## src/rtl/loader_pkg.sv

```systemverilog
`default_nettype none
// ============================================================================
// Module      : loader_pkg
// Description : Shared types and constants for the UART memory loader.
// Revision    : 1.0 - initial release
// ============================================================================
package loader_pkg;

  localparam int WORD_BYTES = 4;
  localparam int BYTE_W     = 8;
  localparam int WORD_W     = WORD_BYTES * BYTE_W;
  localparam int CNT_W      = $clog2(WORD_BYTES);

  typedef enum logic [1:0] {
    LOAD  = 2'd0,
    FLUSH = 2'd1,
    DONE  = 2'd2
  } state_e;

endpackage : loader_pkg
`default_nettype wire

```

## src/rtl/byte_packer.sv

```systemverilog
`default_nettype none
// ============================================================================
// Module      : byte_packer
// Description : Packs accepted bytes little-endian into a 32-bit word and
//               flags the cycle in which the fourth byte arrives.
// Revision    : 1.0 - initial release
// ============================================================================
module byte_packer
  import loader_pkg::*;
(
  input  logic              clk,
  input  logic              rst_n,
  input  logic              accept_i,
  input  logic              clear_i,
  input  logic [BYTE_W-1:0] byte_i,
  output logic [CNT_W-1:0]  byte_cnt_o,
  output logic [WORD_W-1:0] word_o,
  output logic              word_done_o
);

  localparam logic [CNT_W-1:0] LAST_LANE = CNT_W'(WORD_BYTES - 1);
  localparam logic [CNT_W-1:0] CNT_ONE   = CNT_W'(1);

  logic [CNT_W-1:0]  cnt_q, cnt_d;
  logic [WORD_W-1:0] asm_q, asm_d;

  // word_o is the assembly register with this cycle's byte merged in, so a
  // completing or flushed word is available in the cycle the byte arrives.
  for (genvar k = 0; k < WORD_BYTES; k++) begin : g_lane
    assign word_o[k*BYTE_W +: BYTE_W] =
      (accept_i && (cnt_q == CNT_W'(k))) ? byte_i : asm_q[k*BYTE_W +: BYTE_W];
  end

  assign word_done_o = accept_i && (cnt_q == LAST_LANE);
  assign byte_cnt_o  = cnt_q;

  // Next-state: clearing the register on completion keeps unfilled lanes zero,
  // which provides the zero padding for a flushed partial word.
  always_comb begin
    cnt_d = cnt_q;
    asm_d = asm_q;
    if (clear_i || word_done_o) begin
      cnt_d = '0;
      asm_d = '0;
    end else if (accept_i) begin
      cnt_d = cnt_q + CNT_ONE;
      asm_d = word_o;
    end
  end

  // Lane counter and assembly register.
  always_ff @(posedge clk or negedge rst_n) begin
    if (!rst_n) begin
      cnt_q <= '0;
      asm_q <= '0;
    end else begin
      cnt_q <= cnt_d;
      asm_q <= asm_d;
    end
  end

endmodule : byte_packer
`default_nettype wire

```

## src/rtl/uart_mem_loader.sv

```systemverilog
`default_nettype none
// ============================================================================
// Module      : uart_mem_loader
// Description : Drains a receive FIFO, packs bytes into little-endian words
//               and writes them to CPU memory at sequential word addresses.
//               Optional macro LOADER_CHECKSUM_EN adds a modulo-256 checksum
//               of all bytes accepted while loading.
// Revision    : 1.0 - initial release
// ============================================================================
module uart_mem_loader
  import loader_pkg::*;
#(
  parameter int                 ADDR_W    = 10,
  parameter logic [ADDR_W-1:0]  BASE_ADDR = '0
) (
  input  logic              clk,
  input  logic              SYS_reset,
  input  logic              load_enable,
  input  logic              load_finish,
  input  logic              byte_valid,
  input  logic [BYTE_W-1:0] byte_in,
  output logic              byte_req,
  output logic              mem_we,
  output logic [ADDR_W-1:0] mem_addr,
  output logic [WORD_W-1:0] mem_wdata,
  output logic [ADDR_W:0]   word_count,
  output logic              load_done,
  output logic              overflow
`ifdef LOADER_CHECKSUM_EN
  ,
  output logic [BYTE_W-1:0] checksum
`endif
);

  localparam logic [ADDR_W:0]   FULL_CNT = {1'b1, {ADDR_W{1'b0}}};
  localparam logic [ADDR_W:0]   CNT_ONE  = (ADDR_W+1)'(1);
  localparam logic [ADDR_W-1:0] IDX_ONE  = ADDR_W'(1);

  state_e            state_q, state_d;
  logic              we_q, we_d;
  logic [ADDR_W-1:0] addr_q, addr_d;
  logic [WORD_W-1:0] wdata_q, wdata_d;
  logic [ADDR_W-1:0] idx_q, idx_d;
  logic [ADDR_W:0]   count_q, count_d;
  logic              ovf_q, ovf_d;

  logic              accept;
  logic              finish;
  logic              write_req;
  logic [CNT_W-1:0]  byte_cnt;
  logic [WORD_W-1:0] word;
  logic              word_done;

  // FIFO bytes are taken whenever they show up in LOAD, even with byte_req low.
  assign accept = (state_q == LOAD) && byte_valid;
  assign finish = (state_q == LOAD) && load_finish;

  // A coincident 4th byte makes the full word the flush write; otherwise any
  // partial word (including a byte arriving with finish) is written padded.
  assign write_req = word_done || (finish && (accept || (byte_cnt != '0)));

  byte_packer u_packer (
    .clk         (clk),
    .rst_n       (SYS_reset),
    .accept_i    (accept),
    .clear_i     (finish),
    .byte_i      (byte_in),
    .byte_cnt_o  (byte_cnt),
    .word_o      (word),
    .word_done_o (word_done)
  );

  // Next-state and write datapath; the write strobe lands one cycle after the
  // completing byte, which for a finish is the single FLUSH cycle.
  always_comb begin
    state_d = state_q;
    we_d    = 1'b0;
    addr_d  = addr_q;
    wdata_d = wdata_q;
    idx_d   = idx_q;
    count_d = count_q;
    ovf_d   = ovf_q;

    case (state_q)
      LOAD:    if (load_finish) state_d = FLUSH;
      FLUSH:   state_d = DONE;
      DONE:    state_d = DONE;
      default: state_d = LOAD;
    endcase

    if (write_req) begin
      if (count_q == FULL_CNT) begin
        ovf_d = 1'b1;
      end else begin
        we_d    = 1'b1;
        addr_d  = BASE_ADDR + idx_q;
        wdata_d = word;
        idx_d   = idx_q + IDX_ONE;
        count_d = count_q + CNT_ONE;
      end
    end
  end

  // State and write-port registers.
  always_ff @(posedge clk or negedge SYS_reset) begin
    if (!SYS_reset) begin
      state_q <= LOAD;
      we_q    <= 1'b0;
      addr_q  <= '0;
      wdata_q <= '0;
      idx_q   <= '0;
      count_q <= '0;
      ovf_q   <= 1'b0;
    end else begin
      state_q <= state_d;
      we_q    <= we_d;
      addr_q  <= addr_d;
      wdata_q <= wdata_d;
      idx_q   <= idx_d;
      count_q <= count_d;
      ovf_q   <= ovf_d;
    end
  end

  // Request is held low while reset is asserted so every output reads zero.
  assign byte_req   = SYS_reset && (state_q == LOAD) && load_enable;
  assign mem_we     = we_q;
  assign mem_addr   = addr_q;
  assign mem_wdata  = wdata_q;
  assign word_count = count_q;
  assign load_done  = (state_q == DONE);
  assign overflow   = ovf_q;

`ifdef LOADER_CHECKSUM_EN
  logic [BYTE_W-1:0] csum_q, csum_d;

  assign csum_d = accept ? (csum_q + byte_in) : csum_q;

  // Running sum of accepted bytes; stops once LOAD is left.
  always_ff @(posedge clk or negedge SYS_reset) begin
    if (!SYS_reset) csum_q <= '0;
    else            csum_q <= csum_d;
  end

  assign checksum = csum_q;
`else
  // Checksum disabled: no port, no logic.
`endif

endmodule : uart_mem_loader
`default_nettype wire

```

## config.mk

```make
export PLATFORM = sky130hd
export DESIGN_NAME = uart_mem_loader
export DESIGN_NICKNAME = d
export VERILOG_FILES = /design/src/rtl/loader_pkg.sv /design/src/rtl/byte_packer.sv /design/src/rtl/uart_mem_loader.sv
export SDC_FILE = /design/constraint.sdc
export NUM_CORES = 1
export LEC_CHECK = 0
export CAP_MARGIN = 20
export CORE_MARGIN = 2
export CORE_UTILIZATION = 43
export DETAILED_ROUTE_END_ITERATION = 16
export PLACE_DENSITY = 0.7
export SLEW_MARGIN = 5
export SYNTH_ARGS = -nofsm -noshare
export SYNTH_HDL_FRONTEND = slang
export SYNTH_HIERARCHICAL = 1
export SYNTH_SLANG_ARGS = --single-unit
```

## constraint.sdc

```tcl
create_clock -name clk -period 2.9 [get_ports clk]
set_clock_uncertainty 0.2 [all_clocks]
set_input_delay 0.29 -clock clk [delete_from_list [all_inputs] [get_ports clk]]
set_output_delay 0.29 -clock clk [all_outputs]
set_load 0.01 [all_outputs]
```

Word-level counts from Yosys, hierarchy flattened. Cells that the tools add are included.

Memories kept: 0. Word-level logic and storage cells: 51. Bits in latches: 0. Bits of input ports: 13. Flip-flop bits (word level): 101. Memory bits (writable): 0. Memory bits (read-only): 0. Output and inout bits: 57.

Reductions and logical operators: 19. Mux-type cells: 12. Bitwise gates (word level): 1. Equal/unequal tests: 7. Div/mod/pow operators: 0. Shift-type cells: 0. Multiply operators: 0. Magnitude comparators: 0. $add $sub $neg: 3.

Operator list (number): $mux 32 (2); $mux 8 (4); $add 11x1->11 const B (1); $eq 11x11->1 const B (1); $add 10x1->10 const B (1); $logic_and 1x1->1 (9); $eq 2x2->1 const B (3); $mux 2 (3); $eq 2x1->1 const B (2); $logic_not 2->1 (2); $pmux 2 s2 (1); $reduce_and 2->1 (2); $reduce_bool 2->1 (2); $logic_or 1x1->1 (3); $add 2x1->2 const B (1); $mux 1 (2); $ne 2x2->1 const B (1); $reduce_or 2->1 (1); $not 1->1 (1).

Logic depth before layout (Yosys ltp). Gate-level depths: netlist (run 1).

Word-level depth: 6. Depth in mapped cells: 11. Mapped depth without buffers: 8.

Modules after synthesis. The synthesis (run 1) kept the hierarchy.

Modules (own cells, without submodules): uart_mem_loader (times used 1, area an instance 2922.8 um2, sequential area each 1676.6 um2, cells an instance 198); byte_packer (times used 1, area an instance 2198.4 um2, sequential area each 850.8 um2, cells an instance 205).

Worst setup path after synthesis (run 1). No wires, ideal clock.

Path kind: reg-to-reg. Start: reg state_q[0]. End: reg idx_q[1]. Period minus slack after synthesis: 2299 ps. Path slack: 601 ps. Data arrival time: 1974 ps. Path buffers: 3. Stages on the path, launching flop included: 12. Library setup time: 125 ps. Cells stage by stage: dfrtp_1 inv_1 ha_1 and2_1 buf_6 nand2_4 inv_1 nor2_8 nor2_2 buf_6 buf_12 mux2_4.

Elaborated cells between the ends (all ways): 8. Classes of those cells: 8 x reduce/logical.

RTL lines: from (decl) (line uart_mem_loader.sv:39) `state_e state_q, state_d;`; from (signal assigned) (line uart_mem_loader.sv:115) `state_q <= state_d;`; $logic_not 2->1 (line uart_mem_loader.sv:55) `assign accept = (state_q == LOAD) && byte_valid;`; $logic_and 1x1->1 (line uart_mem_loader.sv:55); net accept (line uart_mem_loader.sv:47) `logic accept;`; $logic_and 1x1->1 (line byte_packer.sv:34) `assign word_done_o = accept_i && (cnt_q == LAST_LANE);`; net word_done (line uart_mem_loader.sv:52) `logic word_done;`; $logic_or 1x1->1 (line uart_mem_loader.sv:60) `assign write_req = word_done || (finish && (accept || (byte_cnt != '0)));`; $reduce_and 2->1 (no source line); to (signal assigned) (line uart_mem_loader.sv:119) `idx_q <= idx_d;`; to (decl) (line uart_mem_loader.sv:43) `logic [ADDR_W-1:0] idx_q, idx_d;`.

The timed path passes the listed nets, and every way through them passes these cells. A chain may end at the register's enable or synchronous reset.

Worst setup path in the final report (run 1).
Start: reg state_q[0]. End: reg wdata_q[5], in the netlist mem_wdata[5].

Elaborated cells between the ends (all ways): 10. Classes of those cells: 1 x mux; 9 x reduce/logical.

RTL lines: $logic_not 2->1 (line uart_mem_loader.sv:55); $logic_and 1x1->1 (line uart_mem_loader.sv:55); net accept (line uart_mem_loader.sv:47); $logic_and 1x1->1 (line byte_packer.sv:31) `(accept_i && (cnt_q == CNT_W'(k))) ? byte_i : asm_q[k*BYTE_W +: BYTE_W];`; $mux 8 (line byte_packer.sv:31); net word[5] (line uart_mem_loader.sv:51) `logic [WORD_W-1:0] word;`; to (signal assigned) (line uart_mem_loader.sv:118) `wdata_q <= wdata_d;`; to (decl) (line uart_mem_loader.sv:42) `logic [WORD_W-1:0] wdata_q, wdata_d;`.

The timed path passes the listed nets, and every way through them passes these cells.

==> impl_results.md, run 1 <==
* Register Area at between 2000 and 3000 um2
* Number of synthesized register bits at just over 100
* Fin util at between 50% and 60%
* Critical Path Slowest Stage Cell: dfrtp_1
* Number of DRC markers in iteration 0 at around 180
* Maximum buffer depth of the clock tree at 2
* GRT Util Overall at a little under a fifth
* FF-to-FF setup slack at between 400 and 500 ps
* Max-cap check violation count at 0
* Cts repair resizes at 0
* WHS at between 200 and 300 ps
* Routed wire per std cell at approximately 18 um
* Final slew viol count at 0
* Total grt overflow at 0
* Fillers at between 1000 and 1500
* Worst vdd ir at roughly 640 uV
* N_diodes at 0
* Total negative slack at 0 ps
* Reg clk slew, reported paths at approximately 70 ps
* CP max stage delay at roughly 360 ps
* Power Density at approximately 940 nW/um2
* Largest net degree at the start of global routing at a little under 60
* Met1 Usage GRT at around a quarter
* RSZ-0062 raised after global routing: no
* Delay-heaviest family, CP: multiplexers
* Crit end category: flip-flop
* Gr busiest metal: met2
* Synth cell count leaders: dfrtp_1 (101), mux2_2 (41), mux2_4 (27), nand2b_1 (27)
* Detailed Route WL at roughly 11000 um
* Count leader, synth: dfrtp_1
* Reg-to-reg startpoint: state_q[0]
* Synth warnings at 6
* Number of enable flip-flop cells after synthesis at 0
* Main area contributors after synthesis: dfrtp_1 (49%), mux2_2 (9.0%), mux2_4 (7.9%)
* Core area at approximately 12000 um2
* Crit path max fanout at 38
* Failing checks: design-rule violations
* Syn_nets at 426
* Synth Area per Inst at roughly 13 um2
* Die width at approximately 110 um
* Hold Path Depth at 1
* CTS Buf Count at 9
* Max Fclk at 414 MHz
* Met2 Use GR at between 20% and 30%
* Hold Path End: idx_q[9]
* Initial antenna violation count at 0
* Area of the multi-input gates at about 2400 um2
* Yosys top cell by area: dfrtp_1
* Vias at 3395
* Req. time, crit path at 2930 ps
* Slew HR at about half
* Cell row count at 39
* Status: finished, violations left
* Top-Level Pins at 70
* First-pass GRT wire length at 18700 um
* Final hold vios at 0
* Clk_lat worst skew at between 300 and 400 ps
* Final setup viols at 0
* ANT nets after route at 0
* Hold Crit Class: flip-flop to flip-flop
* Seq/Total Area, Yosys at slightly below 50%
* Die Y at roughly 110 um
* Min Tclk post-route at approximately 2400 ps
* Synth cell types at between 40 and 50
* Reg2reg path depth at 7
* Vias per cell at roughly 5.5
* Leakage at 2.78 nW
* Finished Layout Cells at a little over 600
* Layout cells sized above 1 at 24.8%
* Crit Path Class: flip-flop to flip-flop
* Main flop type after synthesis: dfrtp_1
* Worst-margin pin slew at between 700 and 800 ps
* Placed cells at 599
* WP data arrival at 2450 ps
* Initial core utilization at 44.5%
* Layout area overhead at 20.9%
* CTS tree: done
* First-pass iteration count of the detailed router at 10
* CTS H-tree lvls at 3
* Final critical-path share of the clock period at 83.3%
* Worst path bufs/invs at 2
* Area share of the largest cell type after synthesis at 49.4%
* Hold Buf Count CTS at 1
* Reg2reg end: mem_wdata[5]
* Crit path cell chain: inv_1, ha_1, and2_2, buf_4, nand2_2, mux2_2, mux2_4
* Crit start category: flip-flop
* Gate count of the mapped netlist at between 400 and 500
* Nets at roughly 490
* Clk root buf: clkbuf_16
* HP Start: idx_q[9]
* Die Area at about 13000 um2
* Setup bufs post-CTS at 0
* Port Buf Inserts at 69
* Clock sinks at 101
* Vias in the first global route at roughly 3500
* Synth Cell Area at 5120 um2
* RD Place Congestion at roughly 0.8
* GRT met3 Usage at between 5 and 6%
* Post-route DRC at 5
* Post-DP HPWL at ~7300 um
* Post-synth ARST share at 100%
## final cells by class
cell class	instances	share of cell area, %
clock buffers	11	3.92
repair buffers	79	12.8
multi-input cells	270	38.0
clock inverters	4	1.17
well taps	143	2.89
inverters	7	0.424
flip-flops and latches	101	40.8
## how the worst max path moves through the flow
stage	startpoint	slack [ps]	depth (start not counted)	to
2_1_floorplan	state_q[0]	600	11	idx_q[1]
3_3_place_gp	byte_valid	430	6	mem_wdata[5]
3_5_place_dp	byte_valid	420	8	mem_wdata[12]
4_1_cts	state_q[0]	470	9	mem_wdata[19]
5_1_grt	state_q[0]	320	7	mem_wdata[1]
6_report	state_q[0]	480	7	mem_wdata[5]
## per-layer routing
| layer | up-vias | share of wire [%] |
|---|---|---|
| met1 | 1725 | 46 |
| li1 | 1577 | - |
| met3 | 11 | 5.5 |
| met2 | 82 | 47 |
| met5 | - | 0 |
| met4 | 0 | 0.96 |
## stage by stage
| step | power [W] | cell area, um2 | setup WS (ps) |
|---|---|---|---|
| floorplan | 0.00375 | 5120 | 601 |
| global placement | 0.00445 | 5860 | 430 |
| detailed placement | 0.00454 | 5860 | 419 |
| CTS | 0.00587 | 6190 | 468 |
| global route | 0.00619 | 6190 | 324 |
| finish | 0.00581 | 6190 | 484 |
## state kept, by name (all words and copies together) (netlist names)
register,count
mem_addr,10
overflow,1
mem_we,1
mem_wdata,32
word_count,11
u_packer/asm_q,32
idx_q,10
state_q,2
u_packer/byte_cnt_o,2
## layout by cell type (no fill, tap or decap), types with 9 or more instances in the layout
cell type          n
clkdlybuf4s50_1   68
nand2b_1          27
mux2_2            41
mux2_4            27
nor3_1             9
nand4b_1          16
xor2_1            11
ha_1              10
or3b_1            11
dfrtp_1          101
and2_1             9
a31oi_1           16
nand3_1           13
nand2_1           15
clkbuf_16          9
## report_power, final
part / switching [W] / internal [W]
Clock: 0.000515 / 0.000774
Combinational: 0.00106 / 0.00131
Sequential: 0.000334 / 0.00183
## kinds of logic (layout without fill, tap and decap cells)
family          count (synthesis)  after routing  synth area share (%)
simple gates                  132            132                  17.1
flops                         101            101                  49.4
mux                            68             68                  16.9
compound gates                 42             42                  6.25
buf+inv                        32            101                  4.86
xor+xnor                       18             18                  3.08
fa+ha+maj                      10             10                  2.44
Power figures use the tool's default switching activity.
==> run 2, diff against run 1 <==
--- a/config.mk
+++ b/config.mk
@@ -9,7 +9,7 @@
 export CORE_MARGIN = 2
 export CORE_UTILIZATION = 43
 export DETAILED_ROUTE_END_ITERATION = 16
-export PLACE_DENSITY = 0.7
+export PLACE_DENSITY = 0.73
 export SLEW_MARGIN = 5
 export SYNTH_ARGS = -nofsm -noshare
 export SYNTH_HDL_FRONTEND = slang
==> constraint.sdc (replaced) <==
create_clock -name clk -period 2.2 [get_ports clk]
set_clock_uncertainty 0.2 [all_clocks]
set_input_delay 0.22 -clock clk [delete_from_list [all_inputs] [get_ports clk]]
set_output_delay 0.22 -clock clk [all_outputs]
set_load 0.01 [all_outputs]
==> impl_results.md, run 2 (same netlist as run 1, synthesis figures left out) <==
* Status: finished, violations left
* Failing checks: design-rule violations
* Core area at 11500 um2 (unchanged)
* Reg2reg end: mem_addr[7]
* ANT nets after route at 0 (unchanged)
* Final hold vios at 0 (unchanged)
* Initial antenna violation count at 0 (unchanged)
* Fillers at 938 (-6.7%)
* Nets at 512 (+4.3%)
* Vias at 3524 (+3.8%)
* Top-Level Pins at 70 (unchanged)
* CTS Buf Count at 9 (unchanged)
* Slew HR at 39.4% (-11 points)
* Number of DRC markers in iteration 0 at 156 (-14%)
* Die Y at 113 um (unchanged)
* Layout cells sized above 1 at 28.7% (+4.0 points)
* Max-cap check violation count at 0 (unchanged)
* RD Place Congestion at 0.783 (-1.2%)
* Critical path origin: word_count[4]
* RSZ-0062 raised after global routing: no
* Crit Path Class: flip-flop to flip-flop
* Max Fclk at 473 MHz (+14%)
* Leading cell type in the layout, fill and taps excluded: dfrtp_1
* Crit end category: flip-flop
* Reg clk slew, reported paths at 60 ps (about the same)
* Die Area at 12800 um2 (unchanged)
* FF-to-FF setup slack at 90 ps (-400 ps)
* Worst setup margin at 86.4 ps (-398 ps)
* Detailed Route WL at 11500 um (+4.0%)
* Layout area overhead at 25.5%
* Fin util at 55.8% (+2.1 points)
* Clock sinks at 101 (unchanged)
* Most frequent cells in the layout: dfrtp_1 (101), clkdlybuf4s50_1 (68), mux2_2 (41)
* Worst-margin pin slew at 906 ps (+155 ps)
* Reg-to-reg startpoint: word_count[4]
* Leakage at 2.90 nW (+4.5%)
* Place WS at -86.2 ps (-505 ps)
* Crit start category: flip-flop
* Maximum buffer depth of the clock tree at 2 (unchanged)
* GRT Util Overall at 18.9% (+0.49 points)
* Final setup viols at 0 (unchanged)
* Power Density at 1240 nW/um2 (+32%)
* Cell row count at 39 (unchanged)
* Vias in the first global route at 3679 (+4.5%)
* Largest net degree at the start of global routing at 44 (-25%)
* Worst vdd ir at 625 uV (-2.2%)
* Dpl cell area at 6010 um2 (+2.5%)
* Clk_lat worst skew at 340 ps (about the same)
* Reg2reg path depth at 6 (-1)
* CTS tree: done
* Worst setup path endpoint: mem_addr[7]
* First-pass iteration count of the detailed router at 10 (unchanged)
* Req. time, crit path at 2220 ps (-710 ps)
* Hold Crit Class: flip-flop to flip-flop
* Total grt overflow at 0 (unchanged)
* Post-route DRC at 4 (-1)
* Die width at 113 um (unchanged)
* Vias per cell at 5.53 (+0.21%)
* Final slew viol count at 0 (unchanged)
* Total negative slack at 0 ps (unchanged)
* Min Tclk post-route at 2110 ps (-302 ps)
* Clk root buf: clkbuf_16
* Port Buf Inserts at 69 (unchanged)
* Crit path max fanout at 19 (-50%)
* Fin area at 6430 um2 (+3.8%)
* Final critical-path share of the clock period at 96.1% (+13 points)
* WP data arrival at 2140 ps (-310 ps)
* First-pass GRT wire length at 19100 um (+2.0%)
* Post-DP HPWL at 7470 um (+2.9%)
* Routed wire per std cell at 18.1 um (+0.45%)
* Initial core utilization at 44.5% (unchanged)
* N_diodes at 0 (unchanged)
* CTS H-tree lvls at 3 (unchanged)
run 2: stage by stage:
stage	cells	power (W)	hold slack, ps
6_report	637	0.00795	283
3_5_place_dp	616	0.00613	-68.9
3_3_place_gp	616	0.00600	-72.9
5_1_grt	637	0.00843	302
2_1_floorplan	403	0.00495	-276
4_1_cts	637	0.00801	284
run 2: worst min path at each step:
stage,depth (start not counted),slack [ps],to,from
finish,1,280,overflow,overflow
global route,1,300,overflow,overflow
CTS,1,280,overflow,overflow
detailed placement,1,-70,mem_wdata[6],SYS_reset
global placement,1,-70,mem_wdata[5],SYS_reset
floorplan,0,-280,idx_q[0],SYS_reset
run 2: report_power, final:
group,leakage (nW),switching (W),total [W],internal [W]
Combinational,1.42,0.00147,0.00339,0.00193
Clock,0.163,0.000666,0.00172,0.00106
Sequential,1.32,0.000427,0.00284,0.00241
run 2: final cells by class:
cell class	instances	area [um2]	area share [%]
Multi-Input combinational cell	270	2380	37.0
Inverter	7	28.8	0.448
Clock buffer	12	256	3.99
Tap cell	143	179	2.78
Timing Repair Buffer	100	988	15.4
Clock inverter	4	70.1	1.09
Sequential cell	101	2530	39.3
run 2: metal layers:
metal / track usage [%] / wire length [um]
met5: 0 / 0
met4: 6.18 / 189
met3: 4.55 / 649
met2: 28.7 / 5300
met1: 26.8 / 5370
run 2: repair_timing:
item,CTS,global route
resized for setup,3,1
hold endpoints to repair,19,0
pin swaps,1,0
cloned,1,0
buffers inserted,2,0
setup endpoints to repair,36,19
hold buffers,2,0
run 2: worst max-delay path, stage by stage, from the launching register on:
cell and delay (ps):
dfrtp_1 450, nor4_1 310, and4_4 360, nor2_4 70, buf_4 140, buf_12 160, mux2_4 300
==> run 3, diff against run 2 <==
--- a/config.mk
+++ b/config.mk
@@ -5,7 +5,6 @@
 export SDC_FILE = /design/constraint.sdc
 export NUM_CORES = 1
 export LEC_CHECK = 0
-export CAP_MARGIN = 20
 export CORE_MARGIN = 2
 export CORE_UTILIZATION = 43
 export DETAILED_ROUTE_END_ITERATION = 16
==> results of run 3 <==
The final DEF is identical to that of run 2; final timing and power are the same.
